## src/rtl/frame_pingpong_ctrl_if.sv

```systemverilog
// frame_pingpong_ctrl_if: column-write and pixel-read handshake bundle of the ping-pong frame buffer
interface frame_pingpong_ctrl_if #(
  parameter int CW     = 5,
  parameter int ADDR_W = 10
);
  logic              col_valid;
  logic              col_accept;
  logic              wr_en;
  logic              wr_bank;
  logic [CW-1:0]     wr_col;
  logic              rd_en;
  logic              rd_bank;
  logic [ADDR_W-1:0] rd_addr;
  logic              pix_valid;
  logic              pix_ready;
  logic              pix_sof;
  logic              pix_eol;
  logic [1:0]        bank_full;
  logic              frame_done;
  modport master (
    input  col_valid, pix_ready,
    output col_accept, wr_en, wr_bank, wr_col, rd_en, rd_bank, rd_addr,
           pix_valid, pix_sof, pix_eol, bank_full, frame_done
  );
  modport slave (
    output col_valid, pix_ready,
    input  col_accept, wr_en, wr_bank, wr_col, rd_en, rd_bank, rd_addr,
           pix_valid, pix_sof, pix_eol, bank_full, frame_done
  );
endinterface

```

## src/rtl/frame_pingpong_ctrl.sv

```systemverilog
// frame_pingpong_ctrl: two-bank ping-pong sequencer, whole columns in, raster-order pixel reads out.
// Define DROP_COUNT_EN to add a saturating drop_count output for rejected columns.
module frame_pingpong_ctrl #(
  parameter int X_SIZE = 24,
  parameter int Y_SIZE = 24,
  parameter int ADDR_W = 10,
  parameter int CW     = 5
) (
  input logic                   out_stream_aclk,
  input logic                   periph_resetn,
  frame_pingpong_ctrl_if.master bus
`ifdef DROP_COUNT_EN
  ,
  output logic [15:0]           drop_count
`endif
);
  typedef enum logic [1:0] {EMPTY, FILLING, FULL, DRAINING} bank_st_t;
  bank_st_t st [2];
  logic [CW-1:0] x, y;
  logic rd_done, pix_last, wr_last, x_last, y_last, rel;
  assign wr_last = bus.wr_col == CW'(X_SIZE - 1);
  assign x_last = x == CW'(X_SIZE - 1);
  assign y_last = y == CW'(Y_SIZE - 1);
  // col_accept is gated by reset so no write strobe can escape while reset is held
  assign bus.col_accept = periph_resetn && (st[bus.wr_bank] == EMPTY || st[bus.wr_bank] == FILLING);
  assign bus.wr_en = bus.col_valid && bus.col_accept;
  assign bus.rd_en = st[bus.rd_bank] == DRAINING && !rd_done && (!bus.pix_valid || bus.pix_ready);
  assign bus.rd_addr = ADDR_W'(y) * ADDR_W'(X_SIZE) + ADDR_W'(x);
  assign rel = bus.pix_valid && bus.pix_ready && pix_last;
  assign bus.frame_done = rel;
  assign bus.bank_full = {st[1] == FULL || st[1] == DRAINING, st[0] == FULL || st[0] == DRAINING};
  always_ff @(posedge out_stream_aclk or negedge periph_resetn)
    if (!periph_resetn) begin
      st <= '{EMPTY, EMPTY};
      bus.wr_bank <= 1'b0;
      bus.wr_col <= '0;
      bus.rd_bank <= 1'b0;
      x <= '0;
      y <= '0;
      rd_done <= 1'b0;
      pix_last <= 1'b0;
      bus.pix_valid <= 1'b0;
      bus.pix_sof <= 1'b0;
      bus.pix_eol <= 1'b0;
    end else begin
      if (bus.wr_en) begin
        st[bus.wr_bank] <= wr_last ? FULL : FILLING;
        bus.wr_col <= wr_last ? '0 : bus.wr_col + 1'b1;
        if (wr_last) bus.wr_bank <= !bus.wr_bank;
      end
      if (rel) begin
        st[bus.rd_bank] <= EMPTY;
        bus.rd_bank <= !bus.rd_bank;
        rd_done <= 1'b0;
      end else if (st[bus.rd_bank] == FULL) st[bus.rd_bank] <= DRAINING;
      if (bus.rd_en) begin
        x <= x_last ? '0 : x + 1'b1;
        if (x_last) y <= y_last ? '0 : y + 1'b1;
        rd_done <= x_last && y_last;
        pix_last <= x_last && y_last;
        bus.pix_sof <= x == '0 && y == '0;
        bus.pix_eol <= x_last;
      end
      bus.pix_valid <= bus.rd_en || (bus.pix_valid && !bus.pix_ready);
    end
`ifdef DROP_COUNT_EN
  always_ff @(posedge out_stream_aclk or negedge periph_resetn)
    if (!periph_resetn) drop_count <= '0;
    else if (bus.col_valid && !bus.col_accept && drop_count != 16'hFFFF) drop_count <= drop_count + 1'b1;
`endif
endmodule

```

## src/flat_wrapper.sv

```systemverilog
// flat-port wrapper written by rule: the top's interface ports become plain ports
module frame_pingpong_ctrl_flat 
#(
  parameter int X_SIZE = 24,
  parameter int Y_SIZE = 24,
  parameter int ADDR_W = 10,
  parameter int CW     = 5
)
  (out_stream_aclk, periph_resetn, bus_col_valid, bus_pix_ready, bus_col_accept, bus_wr_en, bus_wr_bank, bus_wr_col, bus_rd_en, bus_rd_bank, bus_rd_addr, bus_pix_valid, bus_pix_sof, bus_pix_eol, bus_bank_full, bus_frame_done);
  frame_pingpong_ctrl_if #(.CW(CW), .ADDR_W(ADDR_W)) bus_i ();
  input logic out_stream_aclk;
  input logic periph_resetn;
  input wire logic [$bits(bus_i.col_valid)-1:0] bus_col_valid;
  input wire logic [$bits(bus_i.pix_ready)-1:0] bus_pix_ready;
  output wire logic [$bits(bus_i.col_accept)-1:0] bus_col_accept;
  output wire logic [$bits(bus_i.wr_en)-1:0] bus_wr_en;
  output wire logic [$bits(bus_i.wr_bank)-1:0] bus_wr_bank;
  output wire logic [$bits(bus_i.wr_col)-1:0] bus_wr_col;
  output wire logic [$bits(bus_i.rd_en)-1:0] bus_rd_en;
  output wire logic [$bits(bus_i.rd_bank)-1:0] bus_rd_bank;
  output wire logic [$bits(bus_i.rd_addr)-1:0] bus_rd_addr;
  output wire logic [$bits(bus_i.pix_valid)-1:0] bus_pix_valid;
  output wire logic [$bits(bus_i.pix_sof)-1:0] bus_pix_sof;
  output wire logic [$bits(bus_i.pix_eol)-1:0] bus_pix_eol;
  output wire logic [$bits(bus_i.bank_full)-1:0] bus_bank_full;
  output wire logic [$bits(bus_i.frame_done)-1:0] bus_frame_done;
  assign bus_i.col_valid = bus_col_valid;
  assign bus_i.pix_ready = bus_pix_ready;
  assign bus_col_accept = bus_i.col_accept;
  assign bus_wr_en = bus_i.wr_en;
  assign bus_wr_bank = bus_i.wr_bank;
  assign bus_wr_col = bus_i.wr_col;
  assign bus_rd_en = bus_i.rd_en;
  assign bus_rd_bank = bus_i.rd_bank;
  assign bus_rd_addr = bus_i.rd_addr;
  assign bus_pix_valid = bus_i.pix_valid;
  assign bus_pix_sof = bus_i.pix_sof;
  assign bus_pix_eol = bus_i.pix_eol;
  assign bus_bank_full = bus_i.bank_full;
  assign bus_frame_done = bus_i.frame_done;
  frame_pingpong_ctrl #(.X_SIZE(X_SIZE), .Y_SIZE(Y_SIZE), .ADDR_W(ADDR_W), .CW(CW)) u_core (.out_stream_aclk(out_stream_aclk), .periph_resetn(periph_resetn), .bus(bus_i));
endmodule
```

## config.mk

```make
export PLATFORM = sky130hd
export DESIGN_NAME = frame_pingpong_ctrl_flat
export DESIGN_NICKNAME = d
export VERILOG_FILES = /design/src/rtl/frame_pingpong_ctrl_if.sv /design/src/rtl/frame_pingpong_ctrl.sv /design/src/flat_wrapper.sv
export SDC_FILE = /design/constraint.sdc
export NUM_CORES = 1
export LEC_CHECK = 0
export ABC_AREA = 1
export CORE_MARGIN = 2
export CORE_UTILIZATION = 40
export CTS_CLUSTER_DIAMETER = 50
export DETAILED_ROUTE_END_ITERATION = 8
export PLACE_DENSITY = 0.6
export SLEW_MARGIN = 20
export SYNTH_ARGS = -nofsm -noshare
export SYNTH_HDL_FRONTEND = slang
export SYNTH_SLANG_ARGS = --single-unit
```

## constraint.sdc

```tcl
create_clock -name out_stream_aclk -period 4.85 [get_ports out_stream_aclk]
set_input_delay 0.485 -clock out_stream_aclk [delete_from_list [all_inputs] [get_ports out_stream_aclk]]
set_output_delay 0.485 -clock out_stream_aclk [all_outputs]
set_load 0.02 [all_outputs]
```

Word-level counts from Yosys, hierarchy flattened. Index checks and enable logic that the tools add are counted.

Input port bits: 4. Output and inout bits: 26. Logic and storage cells: 83. Register bits after elaboration: 26.

Equal/unequal tests: 10. Reductions and logical operators: 27. Multiply operators: 1. $lt $le $gt $ge: 4. $add $sub $neg: 4. Muxes and demuxes: 20. Bitwise gates (word level): 5.

Operators with widths (count): 2-to-1 mux 2 bit (9); adder 5 x 1 -> 5 bit, second input constant (3); == test 5 bit, second input constant (3); 2-to-1 mux 5 bit (3); == test 2 bit, second input constant (6); 2-to-1 mux 4 bit (3); logical AND 1 bit (11); adder 10 x 5 -> 10 bit (1); zero test 5 bit (2); multiplier 5 x 2 -> 7 bit, second input constant (1); zero test 1 bit (5); logical OR 1 bit (5); AND 4 bit (1); bitwise mux 4 bit (1); demux 2 bit (select 1 bit) (2); greater-or-equal comparator 2 bit, second input constant (2); < comparator 2 x 1 -> 1 bit, second input constant (2); inverter 1 -> 2 bit (2); inverter 4 bit (1); bitwise OR 4 bit (1); AND reduction 2 bit (2); == test 2 x 1 -> 1 bit, second input constant (1); zero test 2 bit (1); 2-to-1 mux 1 bit (2); nonzero test 2 bit (1).

Longest topological paths before layout.
Depth after elaboration: 12. Mapped depth: 11. Depth with buffers taken out: 11.

Least setup slack after synthesis. Ideal clock, no wire load.

Kind: register to output. From: reg u_core.y[0]. To: out bus_rd_addr[8]. Stages on the path, launching flop included: 8. Buffers on the path: 0. Required time: 4365 ps. Arrival time: 1946 ps. Setup slack: 2419 ps. Path through: dfrtp_1 ha_1 inv_1 fa_1 o21bai_1 nor2_1 nand2_1 xnor2_1.

Longest elaborated chain between the ends: 2.

RTL lines: start, declared (line frame_pingpong_ctrl.sv:19) `logic [CW-1:0] x, y;`; start signal, assigned (line frame_pingpong_ctrl.sv:58) `if (x_last) y <= y_last ? '0 : y + 1'b1;`; multiplier 5 x 2 -> 7 bit (line frame_pingpong_ctrl.sv:28) `assign bus.rd_addr = ADDR_W'(y) * ADDR_W'(X_SIZE) + ADDR_W'(x);`; adder 10 x 5 -> 10 bit (line frame_pingpong_ctrl.sv:28); end, declared (line flat_wrapper.sv:21) `output wire logic [$bits(bus_i.rd_addr)-1:0] bus_rd_addr;`.

No other way between the ends.

Final worst setup path. Ends and elaborated chain as after synthesis.

==> impl_metrics.xml <==
<?xml version="1.0" encoding="UTF-8"?>
<metrics>
  <group name="worst_setup_path">
    <metric name="endpoint_kind" unit="">primary output</metric>
    <metric name="path_buf_inv" unit="">2</metric>
    <metric name="timing.critical_path.slowest_stage_cell" unit="">sky130_fd_sc_hd__clkdlybuf4s50_1</metric>
    <metric name="worst_r2r_path_depth" unit="">6</metric>
    <metric name="required" unit="ns">4.37</metric>
    <metric name="setup.reg_to_reg.worst_slack" unit="ns">3.28</metric>
    <metric name="timing.critical_path.slowest_cell_delay" unit="ns">0.62</metric>
    <metric name="timing.rr.start" unit="">u_core.x[0]</metric>
    <metric name="crit_path_max_fanout" unit="">6</metric>
    <metric name="timing.critical_path.depth" unit="">8</metric>
    <metric name="crit_chain" unit="">ha_1 &gt; inv_1 &gt; fa_1 &gt; o21bai_1 &gt; nor2_1 &gt; nand2_1 &gt; xnor2_1 &gt; clkdlybuf4s50_1</metric>
    <metric name="critPathTopFamily" unit="">adder cells</metric>
    <metric name="critPathKind" unit="">register to primary output</metric>
    <metric name="critical_path.startpoint_type" unit="">register</metric>
    <metric name="startpoint_of_the_worst_setup_timing_path" unit="">u_core.y[0]</metric>
    <metric name="worstPathArrival" unit="ns">2.74</metric>
  </group>
  <group name="pwr">
    <metric name="p_leak" unit="nW">1.12</metric>
    <metric name="power.density" unit="nW/um^2">156</metric>
    <metric name="power" unit="mW">0.342</metric>
    <metric name="vdd.ir_drop.worst" unit="mV">0.147</metric>
  </group>
  <group name="global_routing">
    <metric name="grt_pass1_vias" unit="">1410</metric>
    <metric name="grt_pass1_wl" unit="um">6280</metric>
    <metric name="globalRouteTotalUtil" unit="%">15.1</metric>
    <metric name="grt_overflow" unit="">0</metric>
    <metric name="grt_antenna_before_repair" unit="">0</metric>
    <metric name="grt_max_degree" unit="">29</metric>
  </group>
  <group name="cts">
    <metric name="cts_sinks" unit="">26</metric>
    <metric name="cts.root.buffer_cell" unit="">sky130_fd_sc_hd__clkbuf_8</metric>
    <metric name="tritoncts_clock_tree" unit="">done</metric>
    <metric name="cts.clk_slew.worst_paths" unit="ns">0.08</metric>
    <metric name="post_cts_resize_count" unit="">0</metric>
    <metric name="number_of_hold_repair_buffers_added_at_the_cts_stage" unit="">0</metric>
    <metric name="htree_levels" unit="">1</metric>
    <metric name="post_cts.repair.setup_buffers" unit="">0</metric>
    <metric name="tritoncts.num_buffers" unit="">3</metric>
    <metric name="worst_skew_pair.late_latency" unit="ns">0.26</metric>
    <metric name="cts_buffer_depth" unit="">2</metric>
  </group>
  <group name="timing">
    <metric name="final.hold.worst_slack" unit="ns">0.494</metric>
    <metric name="final_worst_clock_skew" unit="ns">0.00295</metric>
    <metric name="maxClockFrequency" unit="MHz">311</metric>
    <metric name="post-route-min-period" unit="ns">3.22</metric>
    <metric name="postLayoutSetupSlackWorst" unit="ns">1.63</metric>
    <metric name="rsz_0062_raised_after_global_routing" unit="">no</metric>
    <metric name="finalHoldViolCount" unit="">0</metric>
    <metric name="max_slew_margin" unit="%">75.3</metric>
    <metric name="worstMarginPinSlew" unit="ns">0.370</metric>
    <metric name="max_slew_violation_count" unit="">0</metric>
    <metric name="period_share" unit="%">66.4</metric>
    <metric name="final-setup-viol-count" unit="">0</metric>
    <metric name="fin_tns_setup" unit="ns">0</metric>
  </group>
  <group name="floorplanning">
    <metric name="floorplan.core_area" unit="um^2">4380</metric>
    <metric name="fp.dieArea" unit="um^2">5140</metric>
    <metric name="ios" unit="">30</metric>
    <metric name="die_boundary_width" unit="um">71.7</metric>
    <metric name="floorplan.rows" unit="">24</metric>
    <metric name="die_h" unit="um">71.7</metric>
    <metric name="start_util" unit="%">41.8</metric>
  </group>
  <group name="route">
    <metric name="drt_drc_violations_left" unit="">0</metric>
    <metric name="vias" unit="">1555</metric>
    <metric name="routed_via_count_divided_by_cell_count" unit="">4.86</metric>
    <metric name="first_iter_violations" unit="">78</metric>
    <metric name="detail_route.wl_per_cell" unit="um">11.1</metric>
    <metric name="wl" unit="um">3560</metric>
    <metric name="final_antenna_net_count" unit="">0</metric>
    <metric name="drtPass1Iterations" unit="">4</metric>
  </group>
  <group name="place">
    <metric name="numPortBuffers" unit="">29</metric>
    <metric name="detailed_place.area" unit="um^2">2150</metric>
    <metric name="gpl.final_weighted_congestion" unit="">0.795</metric>
    <metric name="placed_cells_incl_taps" unit="">317</metric>
    <metric name="place_ws" unit="ns">1.79</metric>
    <metric name="place.detailed.hpwl" unit="um">2780</metric>
  </group>
  <group name="synth">
    <metric name="synth-warning-count" unit="">0</metric>
    <metric name="sequential_fraction_of_the_synthesis_area" unit="%">35.5</metric>
    <metric name="mean_syn_cell_area" unit="um^2">7.61</metric>
    <metric name="netlist_instances" unit="">241</metric>
    <metric name="synthDominantAreaCellType" unit="">sky130_fd_sc_hd__dfrtp_1</metric>
    <metric name="synth_cell_type_count" unit="">30</metric>
    <metric name="synthTopCellsByArea" unit="">sky130_fd_sc_hd__dfrtp_1 35%, sky130_fd_sc_hd__nand2_1 15%, sky130_fd_sc_hd__ha_1 9.5%, sky130_fd_sc_hd__inv_1 7.8%, sky130_fd_sc_hd__nand3_1 4.9%</metric>
    <metric name="postSynthRegisterBits" unit="">26</metric>
    <metric name="synth_fp_nets" unit="">261</metric>
    <metric name="synth_top_cell_area_share" unit="%">35.5</metric>
    <metric name="mappedNetlistArea" unit="um^2">1830</metric>
  </group>
  <group name="min_path">
    <metric name="whs_path_depth" unit="">2</metric>
    <metric name="hp-start" unit="">u_core.pix_last</metric>
    <metric name="holdCritPathClass" unit="">register to register</metric>
  </group>
  <group name="layout">
    <metric name="layout.core_utilization" unit="%">50.1</metric>
    <metric name="layout-drive-gt1-share" unit="%">6.34</metric>
    <metric name="instances_no_fill" unit="">320</metric>
    <metric name="design_area" unit="um^2">2200</metric>
    <metric name="area_growth_syn_to_layout" unit="%">19.7</metric>
    <metric name="insertedDiodeCount" unit="">0</metric>
    <metric name="final_net_count" unit="">290</metric>
  </group>
  <group name="run">
    <metric name="cap_viol_max_count" unit="">0</metric>
  </group>
  <group name="run_status">
    <metric name="outcome" unit="">finished clean</metric>
  </group>
</metrics>
[per-layer routing]
metal,global-route usage (%),share of wire [%],vias up
met2,22.7,42,22
met3,3.38,3.1,4
met1,22.4,54,715
li1,-,-,814
met4,3.14,0.70,0
met5,0,0,-
[area by class of cell]
cell class                      instances  area, um^2
Clock buffer                            3        41.3
Fill cell                             450        2190
Inverter                               40         155
Multi-Input combinational cell        169         986
Sequential cell                        26         651
Tap cell                               52        65.1
Timing Repair Buffer                   30         298
[worst min-delay path, stage by stage (launching register included)]
cell and delay [ns]:
sky130_fd_sc_hd__dfrtp_1 0.35, sky130_fd_sc_hd__nand2_1 0.06, sky130_fd_sc_hd__nand2_1 0.05
[path summary, 6_finish.rpt]
check,to
setup reg to reg,u_core.y[3]
hold / removal,u_core.pix_last
min in group asynchronous,u_core.bus.wr_col[2]
hold reg to reg,u_core.pix_last
max in group asynchronous,u_core.y[4]
setup / recovery,bus_rd_addr[8]
[power breakdown]
| part | internal [mW] | total (mW) | leakage [nW] | switching (mW) |
|---|---|---|---|---|
| logic | 0.00277 | 0.00800 | 0.759 | 0.00523 |
| registers | 0.217 | 0.217 | 0.337 | 0.0000000000000000608 |
| clock network | 0.0555 | 0.117 | 0.0216 | 0.0619 |
| total | 0.275 | 0.342 | 1.12 | 0.0671 |
[cell usage in the layout, fill, tap and decap left out, drive strengths merged]
master         Yosys  layout
clkdlybuf4s50      0      29
fa                 2       2
a21oi              5       5
nand4             12      12
o21ai             12      12
nor2              18      18
xor2               6       6
clkinv             1       1
nand2             72      72
nor4               1       1
o21bai             1       1
dfrtp             26      26
ha                14      14
xnor2              3       3
nor3               3       3
buf                5       1
clkbuf             1       3
nand3             20      20
inv               39      39
[synthesized netlist by cell type]
cell,n
sky130_fd_sc_hd__nand2_1,71
sky130_fd_sc_hd__inv_1,38
sky130_fd_sc_hd__dfrtp_1,26
sky130_fd_sc_hd__nand3_1,18
sky130_fd_sc_hd__ha_1,14
sky130_fd_sc_hd__nor2_1,13
sky130_fd_sc_hd__nand4_1,11
sky130_fd_sc_hd__o21ai_0,8
sky130_fd_sc_hd__xor2_1,6
sky130_fd_sc_hd__a21oi_1,4
sky130_fd_sc_hd__nor2_2,4
sky130_fd_sc_hd__o21ai_1,4
sky130_fd_sc_hd__buf_4,3
sky130_fd_sc_hd__xnor2_1,3
sky130_fd_sc_hd__fa_1,2
sky130_fd_sc_hd__nor3_1,2
sky130_fd_sc_hd__a21oi_4,1
sky130_fd_sc_hd__buf_2,1
sky130_fd_sc_hd__buf_6,1
sky130_fd_sc_hd__clkbuf_1,1
sky130_fd_sc_hd__clkinv_4,1
sky130_fd_sc_hd__inv_2,1
sky130_fd_sc_hd__nand2_4,1
sky130_fd_sc_hd__nand3_2,1
sky130_fd_sc_hd__nand3_4,1
sky130_fd_sc_hd__nand4_2,1
sky130_fd_sc_hd__nor2_4,1
sky130_fd_sc_hd__nor3_2,1
sky130_fd_sc_hd__nor4_1,1
sky130_fd_sc_hd__o21bai_1,1
[state kept, by name, summed over array words and instances (netlist names)]
name,flops
u_core.bus.pix_eol,1
u_core.bus.pix_sof,1
u_core.bus.pix_valid,1
u_core.bus.rd_bank,1
u_core.bus.wr_bank,1
u_core.bus.wr_col,5
u_core.pix_last,1
u_core.rd_done,1
u_core.st,4
u_core.x,5
u_core.y,5
[kinds of logic after synthesis]
group | share of synthesized area [%]
adders and majority gates | 11.7
and+or+nand+nor | 32.1
DFF | 35.5
AOI/OAI and AO/OA | 5.66
xor gates and xnor gates | 4.30
buffers and inverters | 10.8
(Power assumes the default switching activity.)
